File: src/rtl/alu_ctrl_seq.sv
// Registered ALU control decode at the ID/EX boundary.
// Sequences multi-cycle MULT/DIV and freezes upstream until done.
module alu_ctrl_seq #(
  parameter int CTRL_W     = 4,
  parameter int MUL_CYCLES = 4,
  parameter int DIV_CYCLES = 32
) (
  input  logic              Clk,
  input  logic              Rst_n,
  input  logic              Valid_in,
  input  logic [1:0]        ALUOp,
  input  logic [5:0]        Funct,
  input  logic              Stall_in,
  input  logic              Flush,
  output logic [CTRL_W-1:0] ALUControl,
  output logic              Valid_out,
  output logic              MulDivStart,
  output logic              Stall_out,
  output logic              Illegal
);

  localparam int MAXC = (MUL_CYCLES > DIV_CYCLES) ?
                        MUL_CYCLES : DIV_CYCLES;
  localparam int CNT_W = $clog2(MAXC);

  localparam logic [CNT_W-1:0] MUL_LD =
    CNT_W'(MUL_CYCLES - 2);
  localparam logic [CNT_W-1:0] DIV_LD =
    CNT_W'(DIV_CYCLES - 2);

  localparam logic [3:0] C_AND  = 4'b0000;
  localparam logic [3:0] C_OR   = 4'b0001;
  localparam logic [3:0] C_ADD  = 4'b0010;
  localparam logic [3:0] C_SUB  = 4'b0110;
  localparam logic [3:0] C_SLT  = 4'b0111;
  localparam logic [3:0] C_SLL  = 4'b1000;
  localparam logic [3:0] C_SRL  = 4'b1001;
  localparam logic [3:0] C_MULT = 4'b1010;
  localparam logic [3:0] C_DIV  = 4'b1011;
  localparam logic [3:0] C_NOR  = 4'b1100;

  typedef enum logic [1:0] {
    IDLE,
    BUSY,
    DONE
  } state_t;

  state_t             state, state_n;
  logic [CNT_W-1:0]   cnt, cnt_n;
  logic               hit, hit_n;
  logic [CTRL_W-1:0]  ctrl, ctrl_n;
  logic               vld, vld_n;
  logic               start, start_n;
  logic               stl, stl_n;
  logic               ill, ill_n;

  logic [3:0]         dcode;
  logic               dill;
  logic               dmul;
  logic               ddiv;

  always_comb begin
    dcode = C_ADD;
    dill  = 1'b0;
    dmul  = 1'b0;
    ddiv  = 1'b0;
    unique case (ALUOp)
      2'b00: dcode = C_ADD;
      2'b01: dcode = C_SUB;
      2'b11: dcode = C_OR;
      2'b10: begin
        case (Funct)
          6'b100000: dcode = C_ADD;
          6'b100010: dcode = C_SUB;
          6'b100100: dcode = C_AND;
          6'b100101: dcode = C_OR;
          6'b100111: dcode = C_NOR;
          6'b101010: dcode = C_SLT;
          6'b000000: dcode = C_SLL;
          6'b000010: dcode = C_SRL;
          6'b011000: begin
            dcode = C_MULT;
            dmul  = 1'b1;
          end
          6'b011010: begin
            dcode = C_DIV;
            ddiv  = 1'b1;
          end
          default: begin
            dcode = C_ADD;
            dill  = 1'b1;
          end
        endcase
      end
      default: dcode = C_ADD;
    endcase
  end

  // hit delays the zero count by one edge so Valid_out lands
  // exactly MUL_CYCLES/DIV_CYCLES edges after the accept edge
  always_comb begin
    state_n = state;
    cnt_n   = cnt;
    hit_n   = hit;
    ctrl_n  = ctrl;
    vld_n   = vld;
    start_n = 1'b0;
    stl_n   = stl;
    ill_n   = ill;
    if (Flush) begin
      state_n = IDLE;
      cnt_n   = '0;
      hit_n   = 1'b0;
      vld_n   = 1'b0;
      stl_n   = 1'b0;
      ill_n   = 1'b0;
    end else begin
      unique case (state)
        IDLE: begin
          if (Stall_in) begin
            start_n = start;
          end else if (Valid_in) begin
            ctrl_n = CTRL_W'(dcode);
            ill_n  = dill;
            if (dmul || ddiv) begin
              state_n = BUSY;
              start_n = 1'b1;
              vld_n   = 1'b0;
              stl_n   = 1'b1;
              cnt_n   = ddiv ? DIV_LD : MUL_LD;
              hit_n   = 1'b0;
            end else begin
              vld_n = 1'b1;
              stl_n = 1'b0;
            end
          end else begin
            vld_n = 1'b0;
            ill_n = 1'b0;
          end
        end
        BUSY: begin
          vld_n = 1'b0;
          stl_n = 1'b1;
          hit_n = (cnt == '0);
          if (cnt != '0) begin
            cnt_n = cnt - CNT_W'(1);
          end
          if (hit) begin
            state_n = DONE;
            vld_n   = 1'b1;
            hit_n   = 1'b0;
          end
        end
        DONE: begin
          vld_n = 1'b1;
          stl_n = 1'b1;
          if (!Stall_in) begin
            state_n = IDLE;
            vld_n   = 1'b0;
            stl_n   = 1'b0;
          end
        end
        default: begin
          state_n = IDLE;
          vld_n   = 1'b0;
          stl_n   = 1'b0;
        end
      endcase
    end
  end

  always_ff @(posedge Clk) begin
    if (!Rst_n) begin
      state <= IDLE;
      cnt   <= '0;
      hit   <= 1'b0;
      ctrl  <= '0;
      vld   <= 1'b0;
      start <= 1'b0;
      stl   <= 1'b0;
      ill   <= 1'b0;
    end else begin
      state <= state_n;
      cnt   <= cnt_n;
      hit   <= hit_n;
      ctrl  <= ctrl_n;
      vld   <= vld_n;
      start <= start_n;
      stl   <= stl_n;
      ill   <= ill_n;
    end
  end

  assign ALUControl  = ctrl;
  assign Valid_out   = vld;
  assign MulDivStart = start;
  assign Stall_out   = stl;
  assign Illegal     = ill;

endmodule

File: config.mk
export PLATFORM = sky130hd
export DESIGN_NAME = alu_ctrl_seq
export DESIGN_NICKNAME = d
export VERILOG_FILES = /design/src/rtl/alu_ctrl_seq.sv
export SDC_FILE = /design/constraint.sdc
export NUM_CORES = 1
export LEC_CHECK = 0
export CORE_ASPECT_RATIO = 1.25
export CORE_MARGIN = 1.5
export CORE_UTILIZATION = 50
export DETAILED_ROUTE_END_ITERATION = 7
export DONT_BUFFER_PORTS = 1
export GPL_TIMING_DRIVEN = 1
export PLACE_DENSITY = 0.76
export SLEW_MARGIN = 20
export SYNTH_ARGS = -nofsm -noshare
export SYNTH_HDL_FRONTEND = slang
export SYNTH_SLANG_ARGS = --single-unit
File: constraint.sdc
create_clock -name Clk -period 4.45 [get_ports Clk]
set_clock_uncertainty 0.1 [all_clocks]
set_input_delay 0.6675 -clock Clk [delete_from_list [all_inputs] [get_ports Clk]]
set_output_delay 0.6675 -clock Clk [all_outputs]
set_load 0.05 [all_outputs]
# ---- Word level (Yosys, flattened, before mapping)
# Index checks and enable logic that the tools add are counted.
dict set report op_classes {
  n_addsub 1
  eq_ne 20
  mux 37
  bitwise 4
  n_reduce_logical 16
}
# op count
set op_table {}
lappend op_table {{$eq A6 B6 Y1 const B} 6}
lappend op_table {{$pmux W4 S9} 1}
lappend op_table {{$mux W5} 5}
lappend op_table {{$mux W1} 20}
lappend op_table {{$pmux W4 S4} 1}
lappend op_table {{$eq A6 B5 Y1 const B} 2}
lappend op_table {{$ne A2 B2 Y1 const B} 6}
lappend op_table {{$mux W2} 5}
lappend op_table {{$pmux W5 S2} 1}
lappend op_table {{$reduce_and A5 Y1} 2}
lappend op_table {{$reduce_or A10 Y1} 1}
lappend op_table {{$reduce_and A4 Y1} 2}
lappend op_table {{$eq A2 B2 Y1 const B} 3}
lappend op_table {{$eq A6 B2 Y1 const B} 1}
lappend op_table {{$logic_not A6 Y1} 1}
lappend op_table {{$pmux W1 S3} 2}
lappend op_table {{$pmux W2 S3} 1}
lappend op_table {{$logic_not A5 Y1} 1}
lappend op_table {{$reduce_bool A5 Y1} 1}
lappend op_table {{$sub A5 B1 Y5 const B} 1}
lappend op_table {{$eq A2 B1 Y1 const B} 2}
lappend op_table {{$logic_not A2 Y1} 2}
lappend op_table {{$not A1 Y1} 4}
lappend op_table {{$reduce_and A2 Y1} 2}
lappend op_table {{other kinds (5)} 5}
dict set report totals {
  reg_bits 16
  input_bits 13
  output_inout_bits 8
  word_cells 86
}

# ---- Longest topological paths before layout
# Gate-level depths: netlist of run 1.
dict set report logic_depth {
  word_depth 8
  depth_mapped 6
  ltp_nobuf 6
}

# ---- Least setup slack after synthesis of run 1
# Ideal clock, no wire load.
dict set report synth_timing {
  path_kind {input to register}
  startpoint {input port Stall_in}
  endpoint {register cnt[2]}
  setup_ns 0.092
  arrival_ns 2.189
  t_required_ns 4.258
  slack_ns 2.069
  cell_stages 5
  path_buffers 1
  cell_sequence {or4b_4 -> or4_4 -> buf_6 -> and2_4 -> o32ai_1}
}
dict set report synth_via {
  elab_chain_cells 2
}
# item line
set synth_rtl {}
lappend synth_rtl {{start, declared} 13} ;# input logic Stall_in,
lappend synth_rtl {{$ne A2 B2 Y1 (no line)} --}
lappend synth_rtl {{$reduce_and A5 Y1 (no line)} --}
lappend synth_rtl {{end signal, assigned} 184} ;# cnt <= cnt_n;
lappend synth_rtl {{end, declared} 49} ;# logic [CNT_W-1:0] cnt, cnt_n;
# No other way between the ends.
# A chain may end at the register's enable or synchronous reset.

# ---- Worst setup path in the final report of run 1
dict set report layout_timing {
  startpoint {register state[0]}
  endpoint {register cnt[2]}
}
dict set report layout_via {
  elab_chain_cells 3
  elab_cells_between_ends 9
  classes_between {eq/ne (5); mux (1); reduce/logical (3)}
}
# item line
set layout_rtl {}
lappend layout_rtl {{start, declared} 48} ;# state_t state, state_n;
lappend layout_rtl {{start signal, assigned} 183} ;# state <= state_n;
lappend layout_rtl {{$eq A2 B1 Y1 or $logic_not A2 Y1 (tied branches)} 118} ;# unique case (state)
lappend layout_rtl {{$ne A2 B2 Y1 (no line) or $reduce_bool A2 Y1 (tied branches)} --}
lappend layout_rtl {{$reduce_and A5 Y1 (no line)} --}
# Parallel ways exist; a longest one is shown, timed or not.

==> results of run 1 <==
==> cell usage in the layout, fill, tap and decap left out, drive strengths merged, types with 4 or more instances in the layout <==
cell	count
a21oi	11
o21ai	5
inv	4
clkbuf	4
nor2	10
nand3b	5
dfxtp	16
nand2	8
o32ai	4
nand2b	9
nor4	6
==> synth_stat cells, drive strengths merged (3+ instances only) <==
cell,number
nor2b,3
nor2,10
o32ai,4
o21ai,5
o311ai,3
a21oi,11
nand3b,5
inv,4
dfxtp,16
clkbuf,5
nand2,8
nor4,6
nand2b,9
a31oi,3
==> power by group <==
part | total [mW] | switching (mW) | internal (mW)
logic | 0.0194 | 0.0109 | 0.00852
clock network | 0.0986 | 0.0488 | 0.0498
registers | 0.150 | 0.00575 | 0.145
==> final cells by class <==
cell class / count / area share
inverters: 4 / 0.0149
clock buffers: 4 / 0.0360
flip-flops and latches: 16 / 0.318
multi-input cells: 95 / 0.607
well taps: 19 / 0.0236
==> registers in the layout, indices dropped and copies added (netlist names) <==
| name | cells |
|---|---|
| ALUControl | 4 |
| Illegal | 1 |
| MulDivStart | 1 |
| Stall_out | 1 |
| Valid_out | 1 |
| cnt | 5 |
| hit | 1 |
| state | 2 |
==> per-layer routing <==
layer	vias up	wire [um]	track usage
li1	455	-	-
met1	428	897	0.235
met2	40	1020	0.359
met3	10	105	0.0310
met4	0	78	0.130
met5	-	0	0
==> worst min-delay path by stage <==
stage                                       to  slack (ps)  cells after the start           startpoint
floorplan                  cnt[4]$_SDFFE_PP0P_         350                      2  cnt[4]$_SDFFE_PP0P_
global placement           cnt[4]$_SDFFE_PP0P_         380                      2  cnt[4]$_SDFFE_PP0P_
detailed placement         cnt[4]$_SDFFE_PP0P_         380                      2  cnt[4]$_SDFFE_PP0P_
CTS                 ALUControl[1]$_SDFFE_PN0P_         380                      1             ALUOp[1]
global route        ALUControl[1]$_SDFFE_PN0P_         370                      1             ALUOp[1]
finish              ALUControl[1]$_SDFFE_PN0P_         370                      1             ALUOp[1]
==> critical path, stage by stage (launching register included) <==
cell     delay, ps
dfxtp_1        440
or4b_4         590
or4_4          600
and2_4         180
o32ai_1        250
==> cell families (layout without fill, tap and decap cells) <==
logic type | after synthesis | in the layout | share of synthesized area
and+or+nand+nor | 51 | 51 | 0.305
DFF | 16 | 16 | 0.328
adders and majority gates | 2 | 2 | 0.0256
buffers and inverters | 10 | 8 | 0.0461
xor gates and xnor gates | 2 | 2 | 0.0179
AOI/OAI and AO/OA | 40 | 40 | 0.278
==> per-stage QoR <==
step / setup WS [ps] / cells
finish: 2210 / 138
global route: 2130 / 138
CTS: 2220 / 138
detailed placement: 2060 / 134
global placement: 2090 / 134
floorplan: 2070 / 121
==> metrics.md, run 1 <==
| Metric | Value |
|---|---|
| Outcome | complete, no violations |
| Final hold vios | 0 |
| Latest clock arrival within the worst-skew pair | 290 ps |
| CP startpoint | state[0]$_SDFFE_PP0P_ |
| Number of H-tree levels | 1 |
| Min Clock Period, post-route | 2240 ps |
| Final Max Tran Viols | 0 |
| Synth-to-Final Area Change | 3.07% |
| Ys async rst share | 0 |
| Max-cap violations | 0 |
| Die Y | ~52 um |
| VDD IR max | about 0.14 mV |
| Initial antenna violation count | 0 |
| Fill cells | 164 |
| Root Driver | clkbuf_4 |
| Avg Inst Size Synth | approximately 8 sq um |
| Die W | 42.5 um |
| Remaining global-route overflow | 0 |
| Top-area cell type share of the netlist area | 0.328 |
| Hold slack | 375 ps |
| Final cycle utilization of the critical path | 0.504 |
| CP endpoint kind | register |
| Row Count | 17 |
| Worst setup endpoint | cnt[2]$_SDFFE_PP0P_ |
| Via Count | 933 |
| Worst-case reg-to-reg path depth | 4 |
| Drt pass-1 iters | 5 |
| Placer congestion estimate | ~0.94 |
| Multi-input gate area in the final layout | between 600 and 700 sq um |
| Detailed Route Iter0 Violations | 24 |
| Register area share after synthesis | 0.328 |
| Leakage | around 0.32 nW |
| Vias in the first global route | 847 |
| DP Wirelength | 1.61 mm |
| Die area | 0.00223 sq mm |
| TritonCTS buffer count | 3 |
| Worst min-delay path category | in2reg |
| CP Class | reg2reg |
| Total negative setup slack | 0 ps |
| Final Core Density | 0.557 |
| Post-synthesis cell area | approximately 1000 sq um |
| Synth warn | 0 |
| Core ar. | approximately 0.0018 sq mm |
| Fin nets | 135 |
| Final wirelength | 2.10 mm |
| # Post-CTS Setup Buffers | 0 |
| Unrepaired setup endpoints after global routing | false |
| Endpoints failing setup | 0 |
| WP data arrival | about 2300 ps |
| First-pass GRT wire length | 3.55 mm |
| Register Area | 320 sq um |
| Syn nets | 136 |
| Post-Synthesis Cells | 121 |
| Tot Pwr | 0.268 mW |
| N_diodes | 0 |
| Ports | 21 |
| Reg clk slew, reported paths | 90 ps |
| Routed wire per std cell | 15.2 um |
| Design area | 0.00101 sq mm |
| Vias per cell | 6.76 |
| Crit path max fanout | 13 |
| TritonCTS clock tree | done |
| Worst reg2reg path endpoint | cnt[2]$_SDFFE_PP0P_ |
| Worst setup SP type | register |
| Largest net degree at the start of global routing | 14 |
| Clk sink count | 16 |
| PD cells | 266 mW/mm^2 |
| Detail Route Antenna Nets | 0 |
| Hold Buf Count CTS | 0 |
| Reg2reg setup slack | between 2000 and 2500 ps |
| IO Port Bufs | 0 |
| Initial core utilization | 0.540 |
| # DRC | 0 |
| R2R Path Start | state[0]$_SDFFE_PP0P_ |
| Synth area leaders | dfxtp_1 (33%), nand2b_1 (5.8%), a21oi_1 (5.6%), nand3b_1 (3.8%), nor2_1 (3.8%) |
| GR Util All Layers | 0.207 |
| Slew @ Worst Pin | 529 ps |
| Area after DPL | 971 sq um |
| Fmax | approximately 450 MHz |
| Yosys top cell by area | dfxtp_1 |
| Max Root-Sink Buffers | 2 |
| Distinct cell type count after synthesis | 40 |
| Synth Flop Type | dfxtp_1 |
| Layout cells sized above 1 | 0.0588 |
| EDFF count, synth | 0 |
| Relative slew slack | 0.647 |
| Synth Register Bits | 16 |
| Post_cts resized | 0 |
| Crit path required time | around 4600 ps |
No activity file was read; power rests on OpenSTA's default activity.
==> run 2: changes to the inputs <==
PLACE_DENSITY = 0.79   (was 0.76)
clock period = 1.95 ns   (was 4.45 ns; I/O delays follow)
==> run 2 against run 1 <==
Against the previous run: the run now ends with setup timing left; sequential share of layout area is 2.3 points lower; critical path depth stayed put; worst hold slack worse by 340 ps; utilization is 4.4 points higher; non-clock buffer count is 6 higher.
==> metrics.md, run 2 (same netlist as run 1, synthesis figures left out) <==
| Metric | Value |
|---|---|
| Die area | about 0.0022 sq mm |
| First-pass GRT wire length | 3.98 mm |
| # Post-CTS Setup Buffers | 0 |
| WP data arrival | 2080 ps |
| Detail Route Antenna Nets | 0 |
| Outcome | complete, but fails checks |
| Largest net degree at the start of global routing | 13 |
| Largest Register | cnt |
| Fmax | 506 MHz |
| Synth-to-Final Area Change | 11.1% |
| Layout cells sized above 1 | 0.136 |
| Hold slack | 39.1 ps |
| Slew @ Worst Pin | between 500 and 600 ps |
| Final Max Tran Viols | 0 |
| Most frequent cells in the layout | dfxtp_1 (16), nor2_1 (10), a21oi_1 (10) |
| Largest register FFs | 5 |
| Detailed Route Iter0 Violations | 29 |
| TritonCTS buffer count | 3 |
| Relative slew slack | 0.657 |
| Worst min-delay path category | in2reg |
| PD cells | about 570 mW/mm^2 |
| Clk sink count | 16 |
| Fin nets | 141 |
| Ports | 21 |
| Pre-CTS setup slack | -31.8 ps |
| Layout Cells excl Fill | 144 |
| Final wirelength | 2.28 mm |
| Initial core utilization | 0.540 |
| # DRC | 0 |
| Final hold vios | 0 |
| Crit path max fanout | 7 |
| Number of H-tree levels | 1 |
| Fill cells | around 170 |
| Max Root-Sink Buffers | 2 |
| N_diodes | 0 |
| Max-cap violations | 0 |
| Crit path required time | about 2100 ps |
| IO Port Bufs | 0 |
| CP endpoint kind | register |
| Die W | 42.5 um |
| Multi-input gate area in the final layout | 643 sq um |
| Total negative setup slack | -101 ps |
| Gr busiest metal | met2 |
| Reg clk slew, reported paths | approximately 90 ps |
| Core ar. | about 0.0018 sq mm |
| Worst setup SP type | register |
| Final cycle utilization of the critical path | 1.01 |
| GR Util All Layers | 0.238 |
| Row Count | 17 |
| DP Wirelength | 1.76 mm |
| Leakage | 0.362 nW |
| Initial antenna violation count | 0 |
| DP Cell Count | 139 |
| Vias per cell | 6.49 |
| VDD IR max | between 0.3 and 0.4 mV |
| CP Class | reg2reg |
| Final WS setup | -27.3 ps |
| Min Clock Period, post-route | between 1500 and 2000 ps |
| Remaining global-route overflow | 0 |
| Vias in the first global route | 960 |
| Final Core Density | 0.601 |
| Via Count | between 900 and 1,000 |
| Unrepaired setup endpoints after global routing | true |
| Routed wire per std cell | 15.8 um |
| Met3 usage | 0.0655 |
| Drt pass-1 iters | 4 |
| Failing checks | setup timing |
| Met2 usage in global routing | 0.426 |
| Latest clock arrival within the worst-skew pair | 290 ps |
| Placer congestion estimate | 0.877 |
| TritonCTS clock tree | done |
| Root Driver | clkbuf_4 |
| Commonest non-fill, non-tap cell in the layout | dfxtp_1 |
| Die Y | 52.4 um |
| Register Area | 320 sq um |
| Endpoints failing setup | 5 |
| Grt met1 use | 0.243 |
-- run 2: metrics by stage --
| step | total power [mW] | area [sq um] |
|---|---|---|
| 5_1_grt | 0.647 | 1090 |
| 2_1_floorplan | 0.390 | 1000 |
| 6_report | 0.619 | 1090 |
| 4_1_cts | 0.621 | 1090 |
| 3_3_place_gp | 0.399 | 1040 |
| 3_5_place_dp | 0.401 | 1040 |
-- run 2: critical path: stages (launching register included) --
cell     delay, ps
dfxtp_1        320
or4b_4         510
or4_4          580
and2_4         190
o32ai_2        190
-- run 2: final cells by class --
| cell class | instances | share of cell area |
|---|---|---|
| timing repair buffer | 6 | 0.0438 |
| clock buffer | 4 | 0.0334 |
| tap | 19 | 0.0219 |
| sequential | 16 | 0.295 |
| multi-input combinational | 95 | 0.592 |
| inverter | 4 | 0.0138 |
-- run 2: path summary, 6_finish.rpt --
path / startpoint / endpoint / slack [ps] / cells past startpoint
setup / recovery: state[0]$_SDFFE_PP0P_ / cnt[2]$_SDFFE_PP0P_ / -30 / 4
hold reg to reg: cnt[4]$_SDFFE_PP0P_ / cnt[4]$_SDFFE_PP0P_ / 430 / 2
hold / removal: Rst_n / ALUControl[1]$_SDFFE_PN0P_ / 40 / 2
setup reg to reg: state[0]$_SDFFE_PP0P_ / cnt[2]$_SDFFE_PP0P_ / -30 / 4
-- run 2: timing repair --
item | in CTS | in global routing
hold endpoints to repair | 1 | 0
hold buffers | 1 | 0
resized for setup | 1 | 0
cloned | 0 | 0
endpoints found under the setup margin | 5 | 5
-- run 2: where the power goes --
| group | total (mW) | internal [mW] | switching, mW |
|---|---|---|---|
| combinational | 0.0551 | 0.0246 | 0.0306 |
| sequential | 0.339 | 0.330 | 0.00961 |
| clock | 0.224 | 0.114 | 0.110 |
-- run 2: per-layer routing --
layer  wire, um  share of wire  up-vias
li1           -              -      468
met2       1210           0.53       27
met5          0              0        -
met4         33          0.014        0
met1        925           0.41      434
met3        112          0.049        6
==> run 3: changes to the inputs <==
PLACE_DENSITY = 0.76   (was 0.79)
clock period = 2.1 ns   (was 1.95 ns; I/O delays follow)
==> run 3 against run 2 <==
Against the previous run: critical path depth did not move; utilization fell by 3.0 points; global-route usage fell by 2.8 points; the run now ends clean; register-to-register slack improved by 60 ps; largest cell class unchanged.
==> metrics.md, run 3 (same netlist as run 1, synthesis figures left out) <==
| Metric | Value |
|---|---|
| Worst min-delay path category | in2reg |
| GR Util All Layers | 0.210 |
| Final wirelength | 2.12 mm |
| First-pass GRT wire length | 3.55 mm |
| Max Root-Sink Buffers | 2 |
| N_diodes | 0 |
| Min-Delay Path Depth | 1 |
| Reg2reg setup slack | 30 ps |
| Area after DPL | 0.00100 sq mm |
| Number of H-tree levels | 1 |
| Reg clk slew, reported paths | 90 ps |
| Ports | 21 |
| Detailed Route Iter0 Violations | 17 |
| Worst reg2reg path endpoint | cnt[4]$_SDFFE_PP0P_ |
| Hold slack | 16.0 ps |
| Final cycle utilization of the critical path | 0.984 |
| Initial antenna violation count | 0 |
| Crit path max fanout | 7 |
| Crit path required time | 2200 ps |
| Unrepaired setup endpoints after global routing | true |
| DR WL met3 | 76 um |
| Largest register FFs | 5 |
| Root Driver | clkbuf_4 |
| Min Clock Period, post-route | approximately 2100 ps |
| Final hold vios | 0 |
| # DRC | 0 |
| Final Core Density | 0.570 |
| Largest net degree at the start of global routing | 13 |
| Via Count | 924 |
| Layout cells sized above 1 | 0.0902 |
| Routed wire per std cell | 15.0 um |
| Met2 routed wirelength | 1.06 mm |
| Drt pass-1 iters | 4 |
| Placer congestion estimate | roughly 0.81 |
| Worst setup SP type | register |
| Commonest non-fill, non-tap cell in the layout | dfxtp_1 |
| Remaining global-route overflow | 0 |
| Final WS setup | 33.5 ps |
| Vias per cell | 6.55 |
| Most frequent cells in the layout | dfxtp_1 (16), a21oi_1 (11), nor2_1 (10) |
| TritonCTS clock tree | done |
| Core ar. | 0.00181 sq mm |
| Endpoints failing setup | 0 |
| Worst-path cell chain | or4b_4 -> or4_4 -> and2_4 -> o32ai_1 |
| Largest Register | cnt |
| Max-cap violations | 0 |
| Design area | 0.00103 sq mm |
| IO Port Bufs | 0 |
| Met1 WL | 922 um |
| Die W | roughly 43 um |
| Synth-to-Final Area Change | 5.51% |
| Latest clock arrival within the worst-skew pair | 290 ps |
| CP Class | reg2reg |
| Die Y | 52.4 um |
| Die area | 0.00223 sq mm |
| Fin nets | 139 |
| Initial core utilization | 0.540 |
| Top Layer Used | met4 |
| PD cells | 512 mW/mm^2 |
| Worst path max stage delay | about 570 ps |
| Detail Route Antenna Nets | 0 |
| Fmax | between 400 and 500 MHz |
| WP data arrival | 2170 ps |
| Crit-path slowest cell | or4_4 |
| Worst Hold Launch | ALUOp[1] |
| DP Wirelength | 1.64 mm |
| Pre-CTS setup slack | 9.14 ps |
| Vias in the first global route | 897 |
| Slew @ Worst Pin | 507 ps |
| TritonCTS buffer count | 3 |
| Leakage | roughly 0.34 nW |
| Hold Path Sink | ALUControl[1]$_SDFFE_PN0P_ |
| Outcome | complete, no violations |
| Worst-case reg-to-reg path depth | 4 |
| Row Count | 17 |
| Clk sink count | 16 |
| Relative slew slack | 0.661 |
| CP endpoint kind | register |
| VDD IR max | just under 0.4 mV |
| R2R Path Start | state[1]$_SDFFE_PP0P_ |
| Final Max Tran Viols | 0 |
| Hold Buf Count CTS | 0 |
==> run 3: cell types whose count changed in the layout (fill, tap and decap cells not counted) <==
cell,change
a211oi_2,-1
a211oi_1,+1
dlygate4sd3_1,-1
a21oi_1,+1
o32ai_1,+2
o32ai_2,-2
clkbuf_8,-1
buf_4,-1
a21oi_2,-1
==> run 3: layer usage <==
metal / global-route usage / vias up
li1: - / 462
met1: 0.225 / 433
met2: 0.377 / 24
met3: 0.0241 / 5
met4: 0.151 / 0
met5: 0 / -
==> run 3: worst max-delay path by stage <==
stage / slack (ps) / end / cells past startpoint / startpoint
after floorplan: 30 / cnt[2]$_SDFFE_PP0P_ / 5 / state[1]$_SDFFE_PP0P_
after global placement: 100 / cnt[3]$_SDFFE_PP0P_ / 4 / state[1]$_SDFFE_PP0P_
after detailed placement: 9 / cnt[3]$_SDFFE_PP0P_ / 4 / state[1]$_SDFFE_PP0P_
after CTS: 10 / cnt[4]$_SDFFE_PP0P_ / 4 / state[1]$_SDFFE_PP0P_
after global routing: -20 / cnt[1]$_SDFFE_PP0P_ / 4 / state[1]$_SDFFE_PP0P_
final: 30 / cnt[4]$_SDFFE_PP0P_ / 4 / state[1]$_SDFFE_PP0P_
==> run 3: report_power, final <==
group	leakage, nW	switching [mW]	internal, mW
registers	0.129	0.0121	0.306
clock network	0.0138	0.0982	0.0669
logic	0.195	0.0244	0.0204
total	0.338	0.135	0.393
==> run 3: timing repair <==
| action | in CTS | in global routing |
|---|---|---|
| pin swaps | 0 | 1 |
| endpoints found under the setup margin | 1 | 4 |
| gates resized for setup | 1 | 0 |
| cloned | 0 | 0 |
| setup buffers | 0 | 0 |
==> run 3: metrics by stage <==
stage          cells  total power [mW]  setup TNS, ps
2_1_floorplan    121             0.362              0
3_3_place_gp     138             0.369              0
3_5_place_dp     138             0.370              0
4_1_cts          141             0.530              0
5_1_grt          141             0.544          -32.2
6_report         141             0.528              0
==> run 3: critical path: cells and delay by family (launching register included) <==
kind | cells | cell delay, ps
compound gates | 1 | 260
flops | 1 | 330
simple gates | 3 | 1280
==> run 3: area by class of cell <==
class / instances / area [sq um]
clock buffers: 3 / 22.5
fillers: 165 / 777
inverters: 4 / 15.0
multi-input cells: 95 / 619
flip-flops and latches: 16 / 320
well taps: 19 / 23.8
repair buffers: 4 / 30.0
